<file path="config.mk">
export PLATFORM = sky130hd
export DESIGN_NAME = slot_reel_controller
export DESIGN_NICKNAME = d
export VERILOG_FILES = /design/src/rtl/slot_reel_controller.sv
export SDC_FILE = /design/constraint.sdc
export NUM_CORES = 1
export LEC_CHECK = 0
export ABC_AREA = 1
export CORE_MARGIN = 10
export CORE_UTILIZATION = 62
export DETAILED_ROUTE_END_ITERATION = 7
export GPL_ROUTABILITY_DRIVEN = 0
export PLACE_DENSITY_LB_ADDON = 0.05
export SLEW_MARGIN = 25
export SYNTH_ARGS = -nofsm -noshare
export SYNTH_HDL_FRONTEND = slang
export SYNTH_SLANG_ARGS = --single-unit
</file>
<file path="constraint.sdc">
create_clock -name clk -period 2.3 [get_ports clk]
set_input_delay 0.69 -clock clk [delete_from_list [all_inputs] [get_ports clk]]
set_output_delay 0.69 -clock clk [all_outputs]
set_load 0.02 [all_outputs]
</file>
<file path="src/rtl/slot_reel_controller.sv">
// Three-reel slot machine sequencer: spins BCD reels at a divided clock rate,
// freezes each reel on its stop button and scores the final combination.
module slot_reel_controller #(
  parameter int TICK_DIV = 2500000
) (
  input  logic       clk,
  input  logic       rst,
  input  logic       start,
  input  logic [2:0] stop_btn,
  output logic [3:0] reel0_bcd,
  output logic [3:0] reel1_bcd,
  output logic [3:0] reel2_bcd,
  output logic [2:0] spinning,
  output logic       result_valid,
  output logic       win,
  output logic       pair
);

  localparam int CNT_W = $clog2(TICK_DIV);
  localparam logic [CNT_W-1:0] CNT_LAST = CNT_W'(TICK_DIV - 1);

  typedef enum logic [1:0] {
    IDLE,
    SPIN,
    RESULT
  } state_t;

  state_t           state;
  logic [CNT_W-1:0] tick_cnt;
  logic             start_p1;
  logic [2:0]       stop_p1;

  logic             start_edge;
  logic [2:0]       stop_edge;
  logic             tick;
  logic [2:0]       advance;

  // Reel step functions keep every digit inside 0-9 even from an illegal value.
  function automatic logic [3:0] step_up1(input logic [3:0] d);
    return (d >= 4'd9) ? 4'd0 : d + 4'd1;
  endfunction

  function automatic logic [3:0] step_down1(input logic [3:0] d);
    return (d == 4'd0 || d > 4'd9) ? 4'd9 : d - 4'd1;
  endfunction

  function automatic logic [3:0] step_up3(input logic [3:0] d);
    return (d > 4'd9) ? 4'd0 : (d >= 4'd7) ? d - 4'd7 : d + 4'd3;
  endfunction

  function automatic logic score_win(input logic [3:0] a, input logic [3:0] b,
                                     input logic [3:0] c);
    return (a == b) && (b == c);
  endfunction

  function automatic logic score_pair(input logic [3:0] a, input logic [3:0] b,
                                      input logic [3:0] c);
    return !score_win(a, b, c) && ((a == b) || (b == c) || (a == c));
  endfunction

  assign start_edge = start & ~start_p1;
  assign stop_edge  = stop_btn & ~stop_p1;
  assign tick       = (tick_cnt == CNT_LAST);
  // A stop edge landing on a tick freezes the reel at its pre-tick value.
  assign advance    = spinning & ~stop_edge & {3{tick}};

  always_ff @(posedge clk) begin
    if (rst) begin
      state        <= IDLE;
      tick_cnt     <= '0;
      start_p1     <= 1'b0;
      stop_p1      <= 3'b000;
      reel0_bcd    <= 4'd0;
      reel1_bcd    <= 4'd0;
      reel2_bcd    <= 4'd0;
      spinning     <= 3'b000;
      result_valid <= 1'b0;
      win          <= 1'b0;
      pair         <= 1'b0;
    end else begin
      start_p1 <= start;
      stop_p1  <= stop_btn;
      case (state)
        SPIN: begin
          if (spinning == 3'b000) begin
            state        <= RESULT;
            tick_cnt     <= '0;
            result_valid <= 1'b1;
            win          <= score_win(reel0_bcd, reel1_bcd, reel2_bcd);
            pair         <= score_pair(reel0_bcd, reel1_bcd, reel2_bcd);
          end else begin
            tick_cnt <= tick ? '0 : tick_cnt + CNT_W'(1);
            spinning <= spinning & ~stop_edge;
            if (advance[0]) reel0_bcd <= step_up1(reel0_bcd);
            if (advance[1]) reel1_bcd <= step_down1(reel1_bcd);
            if (advance[2]) reel2_bcd <= step_up3(reel2_bcd);
          end
        end
        IDLE, RESULT: begin
          tick_cnt <= '0;
          if (start_edge) begin
            state        <= SPIN;
            spinning     <= 3'b111;
            result_valid <= 1'b0;
            win          <= 1'b0;
            pair         <= 1'b0;
          end
        end
        default: begin
          state    <= IDLE;
          tick_cnt <= '0;
          spinning <= 3'b000;
        end
      endcase
    end
  end

endmodule

</file>
==> flow_metrics.env, run 1 <==
export IMPL_status="finished, final reports clean"
export IMPL_port_buffers=23
export IMPL_critPathLaunchType="flop"
export IMPL_cts_path_max_buffers=2
export IMPL_yosysWarnings=0
export IMPL_core_area_sq_um=4120
export IMPL_placed_area_sq_um=3000
export IMPL_crit_required_ns=1.61
export IMPL_cts_tree="done"
export IMPL_viasPerCell=5.60
export IMPL_path_buf_inv=1
export IMPL_cp_cell_sequence="clkdlybuf4s50_1"
export IMPL_drtPass1Iterations=5
export IMPL_holdPathEnd="tick_cnt[0]$_SDFF_PP0_"
export IMPL_async_flop_share_pct=0
export IMPL_max_cap_violations=0
export IMPL_crit_fanout=7
export IMPL_grt_max_degree=23
export IMPL_start_util_pct=65.5
export IMPL_die_h_um=85.9
export IMPL_synthCells=425
export IMPL_final_cell_area_sq_um=3110
export IMPL_swShare_pct=24.9
export IMPL_worstSetupEndpointType="output port"
export IMPL_cts_setup_buffers=0
export IMPL_worst_r2r_path_depth=8
export IMPL_hold_violations=0
export IMPL_synth_enable_flop_cells=0
export IMPL_drive_above_1_share_pct=6.58
export IMPL_holdBufCountCts=0
export IMPL_fin_crit_sh_pct=94.9
export IMPL_areaGrowthSynthToFinish_pct=15.6
export IMPL_worst_r2r_endpoint="tick_cnt[11]$_SDFF_PP0_"
export IMPL_fin_crit_ns=2.18
export IMPL_avgSynthCellArea_sq_um=6.34
export IMPL_ir_drop_mv=0.477
export IMPL_place_hpwl_um=5160
export IMPL_syn_area_sq_um=2690
export IMPL_rsz0062_at_grt="false"
export IMPL_hold_depth=1
export IMPL_tns_ns=0
export IMPL_cellLeakagePower_nw=1.28
export IMPL_clock_latency_ns=0.31
export IMPL_hold_path_class="reg -> reg"
export IMPL_final_common_cell="nand2_1"
export IMPL_mostFrequentLayoutCells="111 x nand2_1, 73 x nor2_1, 59 x inv_1"
export IMPL_routed_wl_um=6800
export IMPL_power_density_nw_per_um2=506
export IMPL_post_cts_resized=0
export IMPL_die_w_um=85.9
export IMPL_max_freq_mhz=458
export IMPL_min_delay_start="tick_cnt[0]$_SDFF_PP0_"
export IMPL_die_area_sq_um=7380
export IMPL_synth_ff_latch_count=46
export IMPL_fin_worst_skew_ns=0.0118
export IMPL_final_setup_viol_count=0
export IMPL_tightest_slew_ns=0.474
export IMPL_ios=24
export IMPL_grt_pass1_vias=2664
export IMPL_comb_power_share_pct=7.0
export IMPL_p_seq_share_pct=52.1
export IMPL_cpLargestDelayFamily="buffers and inverters"
export IMPL_synth_nets=441
export IMPL_grt_pass1_wl_um=11800
export IMPL_cts_root_buffer="clkbuf_8"
export IMPL_initialDrtViolationCount=202
export IMPL_cts_inserted_buffers=5
export IMPL_gr_usage_all_layers_pct=19.1
export IMPL_setup_worst_path_start="reel0_bcd[0]$_SDFFE_PP0P_"
export IMPL_core_rowCount=23
export IMPL_power_clock_fraction_pct=40.9
export IMPL_power_w=0.00158
export IMPL_max_stage_delay_ns=0.67
export IMPL_yosysUniqueCellTypes=28
export IMPL_critPathKind="reg -> out"
export IMPL_finalMaxSlewViolations=0
export IMPL_via_count=2836
export IMPL_r2r_slack_ns=0.41
export IMPL_grt_overflow_total=0
export IMPL_antenna_found_initial=0
export IMPL_clk_pin_slew_ns=0.09
export IMPL_r2r_start="tick_cnt[0]$_SDFF_PP0_"
export IMPL_ant_nets=0
export IMPL_synth_seq_area_share_pct=34.2
export IMPL_arrival_ns=1.49
export IMPL_ys_flop_type="dfxtp_1"
export IMPL_slew_headroom_pct=68.4
export IMPL_drc=0
export IMPL_final_nets=471
export IMPL_crit_slowest_cell="clkdlybuf4s50_1"
export IMPL_switching_power_w=0.000393
export IMPL_numClockSinks=46
export IMPL_drt_wirelength_per_cell_um=13.4
export IMPL_htreeDepth=2
export IMPL_p_int_w=0.00118
export IMPL_antennaDiodeCount=0
[area by class of cell]
type / count / area (sq um)
multi-input combinational: 315 / 1530
fill: 336 / 1000
sequential: 46 / 921
timing repair buffer: 26 / 253
inverter: 61 / 229
clock buffer: 5 / 68.8
tap: 50 / 62.6
clock inverter: 3 / 48.8
[power by group through the flow]
| stage | Clock [W] | Combinational, W | Sequential [W] |
|---|---|---|---|
| floorplan | 0 | 0.0000553 | 0.000848 |
| global placement | 0 | 0.000106 | 0.000840 |
| detailed placement | 0 | 0.000109 | 0.000840 |
| CTS | 0.000651 | 0.000110 | 0.000822 |
| global route | 0.000678 | 0.000122 | 0.000824 |
| finish | 0.000645 | 0.000110 | 0.000822 |
[metrics by stage]
step                      setup WS, ns  hold slack (ns)  std cells  utilization [%]
after floorplan                  0.791            0.418        425                -
after global placement           0.362            0.434        498             72.8
after detailed placement         0.296            0.437        498             72.8
after CTS                        0.136            0.458        506             75.6
after global routing            0.0569            0.494        506             75.6
final                            0.117            0.452        506             75.6
[kinds of logic after synthesis]
| kind of cell | Yosys count | share of synthesized area (%) |
|---|---|---|
| buffers and inverters | 64 | 9.01 |
| AND/OR/NAND/NOR | 250 | 40.7 |
| flip-flops | 46 | 34.2 |
| adder cells (fa/ha/maj) | 10 | 4.64 |
| XOR/XNOR | 6 | 1.95 |
| AO/OA/AOI/OAI | 49 | 9.52 |
[cell usage after synthesis, types with 2 or more instances]
cell	n	share of area, %
a21oi_1	26	4.8
a31oi_1	2	0.46
buf_2	2	0.37
dfxtp_1	46	34
ha_1	10	4.6
inv_1	59	8.2
nand2_1	111	15
nand2_2	7	1.6
nand3_1	26	4.8
nand3_2	2	0.74
nand4_1	14	3.3
nor2_1	73	10
nor2_2	4	0.93
nor2_4	2	0.84
nor3_1	7	1.3
nor3b_1	2	0.56
o21ai_0	16	3.0
o21ai_1	2	0.37
xor2_1	5	1.6
[state kept, by name, indices dropped and copies added (netlist names)]
signal        flops
spinning          3
pair              1
state             2
reel0_bcd         4
stop_p1           3
win               1
reel1_bcd         4
tick_cnt         22
start_p1          1
reel2_bcd         4
result_valid      1
[routing by layer]
metal  vias up  global-route usage [%]  routed length, um
li1       1406                       -                  -
met2        90                    30.6               3120
met1      1325                    24.2               3140
met3        15                    4.64                426
met4         0                    6.74                114
met5         -                       0                  0
[worst max path at each step]
stage,endpoint,cells after the start
after CTS,reel2_bcd[0],1
after global placement,win$_SDFFE_PP0P_,8
final,reel0_bcd[0],1
after floorplan,reel2_bcd[0]$_SDFFE_PP0P_,8
after global routing,reel2_bcd[2],1
after detailed placement,tick_cnt[11]$_SDFF_PP0_,4
(Power assumes the default switching activity.)
==> run 2: changes to the inputs <==
--- a/config.mk
+++ b/config.mk
@@ -9,3 +9,3 @@
 export CORE_MARGIN = 10
-export CORE_UTILIZATION = 62
+export CORE_UTILIZATION = 55
 export DETAILED_ROUTE_END_ITERATION = 7
==> constraint.sdc (replaced) <==
create_clock -name clk -period 2.74 [get_ports clk]
set_input_delay 0.411 -clock clk [delete_from_list [all_inputs] [get_ports clk]]
set_output_delay 0.411 -clock clk [all_outputs]
set_load 0.02 [all_outputs]
==> run 2 against run 1 <==
Effect of this change:
- first-iteration DRC count shrank 6.9%
- flip-flop and latch count unchanged
- worst setup slack better by 0.71 ns
- largest cell class unchanged
- final cell count is 3.0% higher
- clock power down 17%
- highest routed layer unchanged
- power shrank 17%
==> flow_metrics.env, run 2 (same netlist as run 1, synthesis figures left out) <==
export IMPL_cp_cell_sequence="clkdlybuf4s50_1"
export IMPL_r2r_start="tick_cnt[0]$_SDFF_PP0_"
export IMPL_ff_latch_area_sq_um=921
export IMPL_tightest_slew_ns=0.463
export IMPL_drc=0
export IMPL_cts_inserted_buffers=5
export IMPL_finalMaxSlewViolations=0
export IMPL_viasPerCell=5.11
export IMPL_ant_nets=0
export IMPL_grtUsageMet3_pct=3.91
export IMPL_antenna_found_initial=0
export IMPL_final_common_cell="nand2_1"
export IMPL_grt_pass1_vias=2410
export IMPL_fillers=453
export IMPL_place_hpwl_um=4930
export IMPL_areaGrowthSynthToFinish_pct=15.7
export IMPL_gr_usage_all_layers_pct=15.9
export IMPL_crit_slowest_cell="clkdlybuf4s50_1"
export IMPL_path_buf_inv=1
export IMPL_met1_usage_pct=22.6
export IMPL_critPathLaunchType="flop"
export IMPL_worstSetupEndpointType="output port"
export IMPL_start_util_pct=57.0
export IMPL_max_freq_mhz=523
export IMPL_grt_max_degree=23
export IMPL_htreeDepth=2
export IMPL_final_setup_viol_count=0
export IMPL_final_nets=469
export IMPL_drtPass1Iterations=5
export IMPL_cpLargestDelayFamily="buffers and inverters"
export IMPL_max_cap_violations=0
export IMPL_worst_r2r_path_depth=8
export IMPL_critPathKind="reg -> out"
export IMPL_holdBufCountCts=0
export IMPL_worst_r2r_endpoint="tick_cnt[4]$_SDFF_PP0_"
export IMPL_rsz0062_at_grt="false"
export IMPL_routed_wl_um=6330
export IMPL_clk_pin_slew_ns=0.09
export IMPL_busiest_layer="met2"
export IMPL_largest_register="tick_cnt"
export IMPL_hold_path_class="reg -> reg"
export IMPL_die_w_um=90.0
export IMPL_grt_pass1_wl_um=11200
export IMPL_cellLeakagePower_nw=1.27
export IMPL_crit_path_end="reel2_bcd[0]"
export IMPL_die_area_sq_um=8100
export IMPL_post_cts_resized=0
export IMPL_tns_ns=0
export IMPL_antennaDiodeCount=0
export IMPL_gr_usage_met2_pct=23.2
export IMPL_die_h_um=90.0
export IMPL_crit_fanout=8
export IMPL_status="finished, final reports clean"
export IMPL_cts_path_max_buffers=2
export IMPL_ir_drop_mv=0.353
export IMPL_arrival_ns=1.50
export IMPL_drt_wirelength_per_cell_um=12.1
export IMPL_initialDrtViolationCount=188
export IMPL_drive_above_1_share_pct=6.17
export IMPL_power_density_nw_per_um2=421
export IMPL_crit_required_ns=2.33
export IMPL_cts_setup_buffers=0
export IMPL_grt_overflow_total=0
export IMPL_hold_violations=0
export IMPL_power_w=0.00131
export IMPL_numClockSinks=46
export IMPL_port_buffers=23
export IMPL_setup_worst_path_start="reel2_bcd[0]$_SDFFE_PP0P_"
export IMPL_clock_latency_ns=0.31
export IMPL_cts_root_buffer="clkbuf_8"
export IMPL_r2r_slack_ns=0.89
export IMPL_largest_reg_flops=22
export IMPL_max_stage_delay_ns=0.67
export IMPL_core_rowCount=25
export IMPL_fin_crit_ns=1.91
export IMPL_ios=24
export IMPL_core_area_sq_um=4720
export IMPL_multi_input_area_sq_um=1530
export IMPL_fin_crit_sh_pct=69.8
export IMPL_slew_headroom_pct=69.1
export IMPL_mostFrequentLayoutCells="111 x nand2_1, 73 x nor2_1, 59 x inv_1"
export IMPL_via_count=2664
export IMPL_fin_worst_skew_ns=0.00615
export IMPL_path_depth=1
export IMPL_cts_tree="done"
export IMPL_final_util_pct=66.0
run 2: cell count changes in the layout (fill, tap and decap cells not counted), sizes merged:
cell / delta
buf: -2
clkinvlp: -1
inv: +1
run 2: final cells by class:
| class | instances | area share (%) |
|---|---|---|
| Tap cell | 67 | 2.69 |
| Inverter | 61 | 7.34 |
| Clock inverter | 3 | 1.52 |
| Clock buffer | 5 | 2.21 |
| Timing Repair Buffer | 24 | 7.62 |
| Sequential cell | 46 | 29.5 |
| Multi-Input combinational cell | 315 | 49.1 |
run 2: per-stage QoR:
| stage | hold slack, ns | std cells | instance area [sq um] | worst slack (ns) |
|---|---|---|---|---|
| finish | 0.467 | 521 | 3120 | 0.827 |
| global route | 0.486 | 521 | 3120 | 0.681 |
| CTS | 0.474 | 521 | 3120 | 0.833 |
| detailed placement | 0.459 | 513 | 3000 | 0.694 |
| global placement | 0.427 | 513 | 3000 | 0.718 |
| floorplan | 0.418 | 425 | 2690 | 1.23 |
run 2: power breakdown:
| part | switching, W | total, W | internal [W] | leakage (nW) |
|---|---|---|---|---|
| Sequential | 0.00000845 | 0.000689 | 0.000681 | 0.373 |
| Combinational | 0.0000555 | 0.0000888 | 0.0000332 | 0.839 |
| Clock | 0.000257 | 0.000536 | 0.000279 | 0.0591 |
| Total | 0.000321 | 0.00131 | 0.000993 | 1.27 |
run 2: worst reg2reg max path, stage by stage, from the launching register on:
cell and delay [ns]:
dfxtp_1 0.33, ha_1 0.21, nand2_1 0.09, inv_1 0.06, nand2_1 0.15, nor2_1 0.09
nand3_1 0.15, nand3_2 0.39, nor3b_1 0.30
run 2: worst min-delay path by stage:
stage	from	endpoint	slack, ns	cells after the start
2_1_floorplan	tick_cnt[0]$_SDFF_PP0_	tick_cnt[0]$_SDFF_PP0_	0.42	1
3_3_place_gp	tick_cnt[0]$_SDFF_PP0_	tick_cnt[0]$_SDFF_PP0_	0.43	1
3_5_place_dp	tick_cnt[21]$_SDFF_PP0_	tick_cnt[21]$_SDFF_PP0_	0.46	2
4_1_cts	result_valid$_SDFFE_PP0P_	result_valid$_SDFFE_PP0P_	0.47	2
5_1_grt	result_valid$_SDFFE_PP0P_	result_valid$_SDFFE_PP0P_	0.49	2
6_report	tick_cnt[0]$_SDFF_PP0_	tick_cnt[0]$_SDFF_PP0_	0.47	1
run 2: layer usage:
metal	part of all wire, %	vias to the layer above
met1	51	1197
met2	43	54
met4	0.98	0
met3	5.8	8
met5	0	-
li1	-	1405
==> run 3: changes to the inputs <==
- CORE_UTILIZATION: 55 -> 52
- clock period: 2.74 -> 1.6 ns (I/O delays scaled with it)
==> run 3 against run 2 <==
Effect of this change:
- utilization is 0.48 points higher
- non-clock buffer count is 25 higher
- worst setup slack worse by 0.76 ns
- power is 70% higher
- final area up 8.2%
- sequential share of layout area shrank 1.9 points
- critical path type is now reg -> reg
- critical endpoint is now tick_cnt[21]$_SDFF_PP0_
==> flow_metrics.env, run 3 (same netlist as run 1, synthesis figures left out) <==
export IMPL_status="finished, final reports clean"
export IMPL_core_rowCount=26
export IMPL_met3_length_um=333
export IMPL_worst_r2r_endpoint="tick_cnt[21]$_SDFF_PP0_"
export IMPL_die_area_sq_um=8460
export IMPL_worst_r2r_path_depth=6
export IMPL_viasPerCell=5.19
export IMPL_largest_register="tick_cnt"
export IMPL_ios=24
export IMPL_final_nets=494
export IMPL_die_h_um=92.0
export IMPL_ff_latch_area_sq_um=931
export IMPL_areaGrowthSynthToFinish_pct=25.3
export IMPL_cellLeakagePower_nw=1.54
export IMPL_hold_violations=0
export IMPL_cts_inserted_buffers=5
export IMPL_place_hpwl_um=5310
export IMPL_max_cap_violations=0
export IMPL_crit_fanout=5
export IMPL_fin_worst_skew_ns=0.00637
export IMPL_largest_reg_flops=22
export IMPL_max_freq_mhz=655
export IMPL_wl_met2_um=3220
export IMPL_topRoutingLayerUsed="met4"
export IMPL_tightest_slew_ns=0.384
export IMPL_worstSetupEndpointType="flop"
export IMPL_routed_wl_um=7030
export IMPL_hold_depth=2
export IMPL_final_instance_count_excl_fill=549
export IMPL_holdBufCountCts=0
export IMPL_ir_drop_mv=0.469
export IMPL_slew_headroom_pct=74.2
export IMPL_numClockSinks=46
export IMPL_r2r_slack_ns=0.07
export IMPL_setup_worst_path_start="tick_cnt[11]$_SDFF_PP0_"
export IMPL_multi_input_area_sq_um=1590
export IMPL_cts_root_buffer="clkbuf_8"
export IMPL_core_area_sq_um=5070
export IMPL_clock_latency_ns=0.30
export IMPL_clk_pin_slew_ns=0.08
export IMPL_final_setup_viol_count=0
export IMPL_drtPass1Iterations=5
export IMPL_htreeDepth=2
export IMPL_min_delay_start="result_valid$_SDFFE_PP0P_"
export IMPL_dp_cells=540
export IMPL_hold_path_class="reg -> reg"
export IMPL_cts_tree="done"
export IMPL_gr_usage_all_layers_pct=16.4
export IMPL_fin_crit_ns=1.53
export IMPL_power_density_nw_per_um2=661
export IMPL_grt_max_degree=23
export IMPL_drive_above_1_share_pct=15.2
export IMPL_mostFrequentLayoutCells="108 x nand2_1, 67 x nor2_1, 56 x inv_1"
export IMPL_drt_wirelength_per_cell_um=12.8
export IMPL_final_common_cell="nand2_1"
export IMPL_grt_pass1_vias=2559
export IMPL_route_layer_met1_wl_um=3400
export IMPL_cts_path_max_buffers=2
export IMPL_drc=0
export IMPL_fin_crit_sh_pct=95.5
export IMPL_die_w_um=92.0
export IMPL_grt_overflow_total=0
export IMPL_power_w=0.00223
export IMPL_ant_nets=0
export IMPL_crit_required_ns=1.84
export IMPL_critPathKind="reg -> reg"
export IMPL_critPathLaunchType="flop"
export IMPL_arrival_ns=1.77
export IMPL_port_buffers=23
export IMPL_finalMaxSlewViolations=0
export IMPL_fillers=482
export IMPL_antenna_found_initial=0
export IMPL_antennaDiodeCount=0
export IMPL_start_util_pct=53.1
export IMPL_via_count=2847
export IMPL_grt_pass1_wl_um=11700
export IMPL_r2r_start="tick_cnt[11]$_SDFF_PP0_"
export IMPL_initialDrtViolationCount=233
export IMPL_holdPathEnd="result_valid$_SDFFE_PP0P_"
[run 3: cell type report]
class,count,share of cell area (%)
well taps,70,2.60
clock buffers,7,2.26
repair buffers,49,12.9
multi-input cells,315,47.0
flip-flops and latches,46,27.6
clock inverters,1,0.890
inverters,61,6.79
[run 3: worst max-delay path by stage]
stage	endpoint	slack, ns
6_report	tick_cnt[21]$_SDFF_PP0_	0.07
5_1_grt	tick_cnt[20]$_SDFF_PP0_	-0.02
4_1_cts	reel1_bcd[2]$_SDFFE_PP0P_	0.003
3_5_place_dp	reel1_bcd[2]$_SDFFE_PP0P_	0.01
3_3_place_gp	reel1_bcd[2]$_SDFFE_PP0P_	0.07
2_1_floorplan	reel2_bcd[0]$_SDFFE_PP0P_	0.09
[run 3: metal layers]
metal	up-vias	GRT usage (%)
li1	1458	-
met1	1302	21.9
met2	78	26.0
met3	9	3.42
met4	0	4.63
met5	-	0
[run 3: report_power, final]
| part | total [W] | internal, W | switching (W) |
|---|---|---|---|
| Sequential | 0.00118 | 0.00117 | 0.0000142 |
| Combinational | 0.000178 | 0.0000749 | 0.000103 |
| Clock | 0.000872 | 0.000468 | 0.000404 |
| Total | 0.00223 | 0.00171 | 0.000521 |
[run 3: worst max-delay path, stage by stage (launching register included)]
cell and delay, ns:
dfxtp_1 0.44, nand2_1 0.17, nor2_1 0.16, nand2_1 0.08, nor3_1 0.32, nand3_1 0.13
a21oi_1 0.16
[run 3: metrics by stage]
step	instance area (sq um)	utilization, %	setup slack, ns	hold WS [ns]	setup TNS [ns]
after floorplan	2690	-	0.0910	0.309	0
final	3370	66.5	0.0723	0.465	0
after global placement	3200	63.0	0.0724	0.448	0
after global routing	3370	66.5	-0.0239	0.488	-0.0778
after CTS	3290	64.9	0.00302	0.467	0
after detailed placement	3200	63.0	0.0124	0.458	0
[run 3: what timing repair did]
item	CTS	global route
setup buffers	0	1
gates resized for setup	11	30
pin swaps	2	7
endpoints found under the hold margin	0	0
endpoints found under the setup margin	11	37
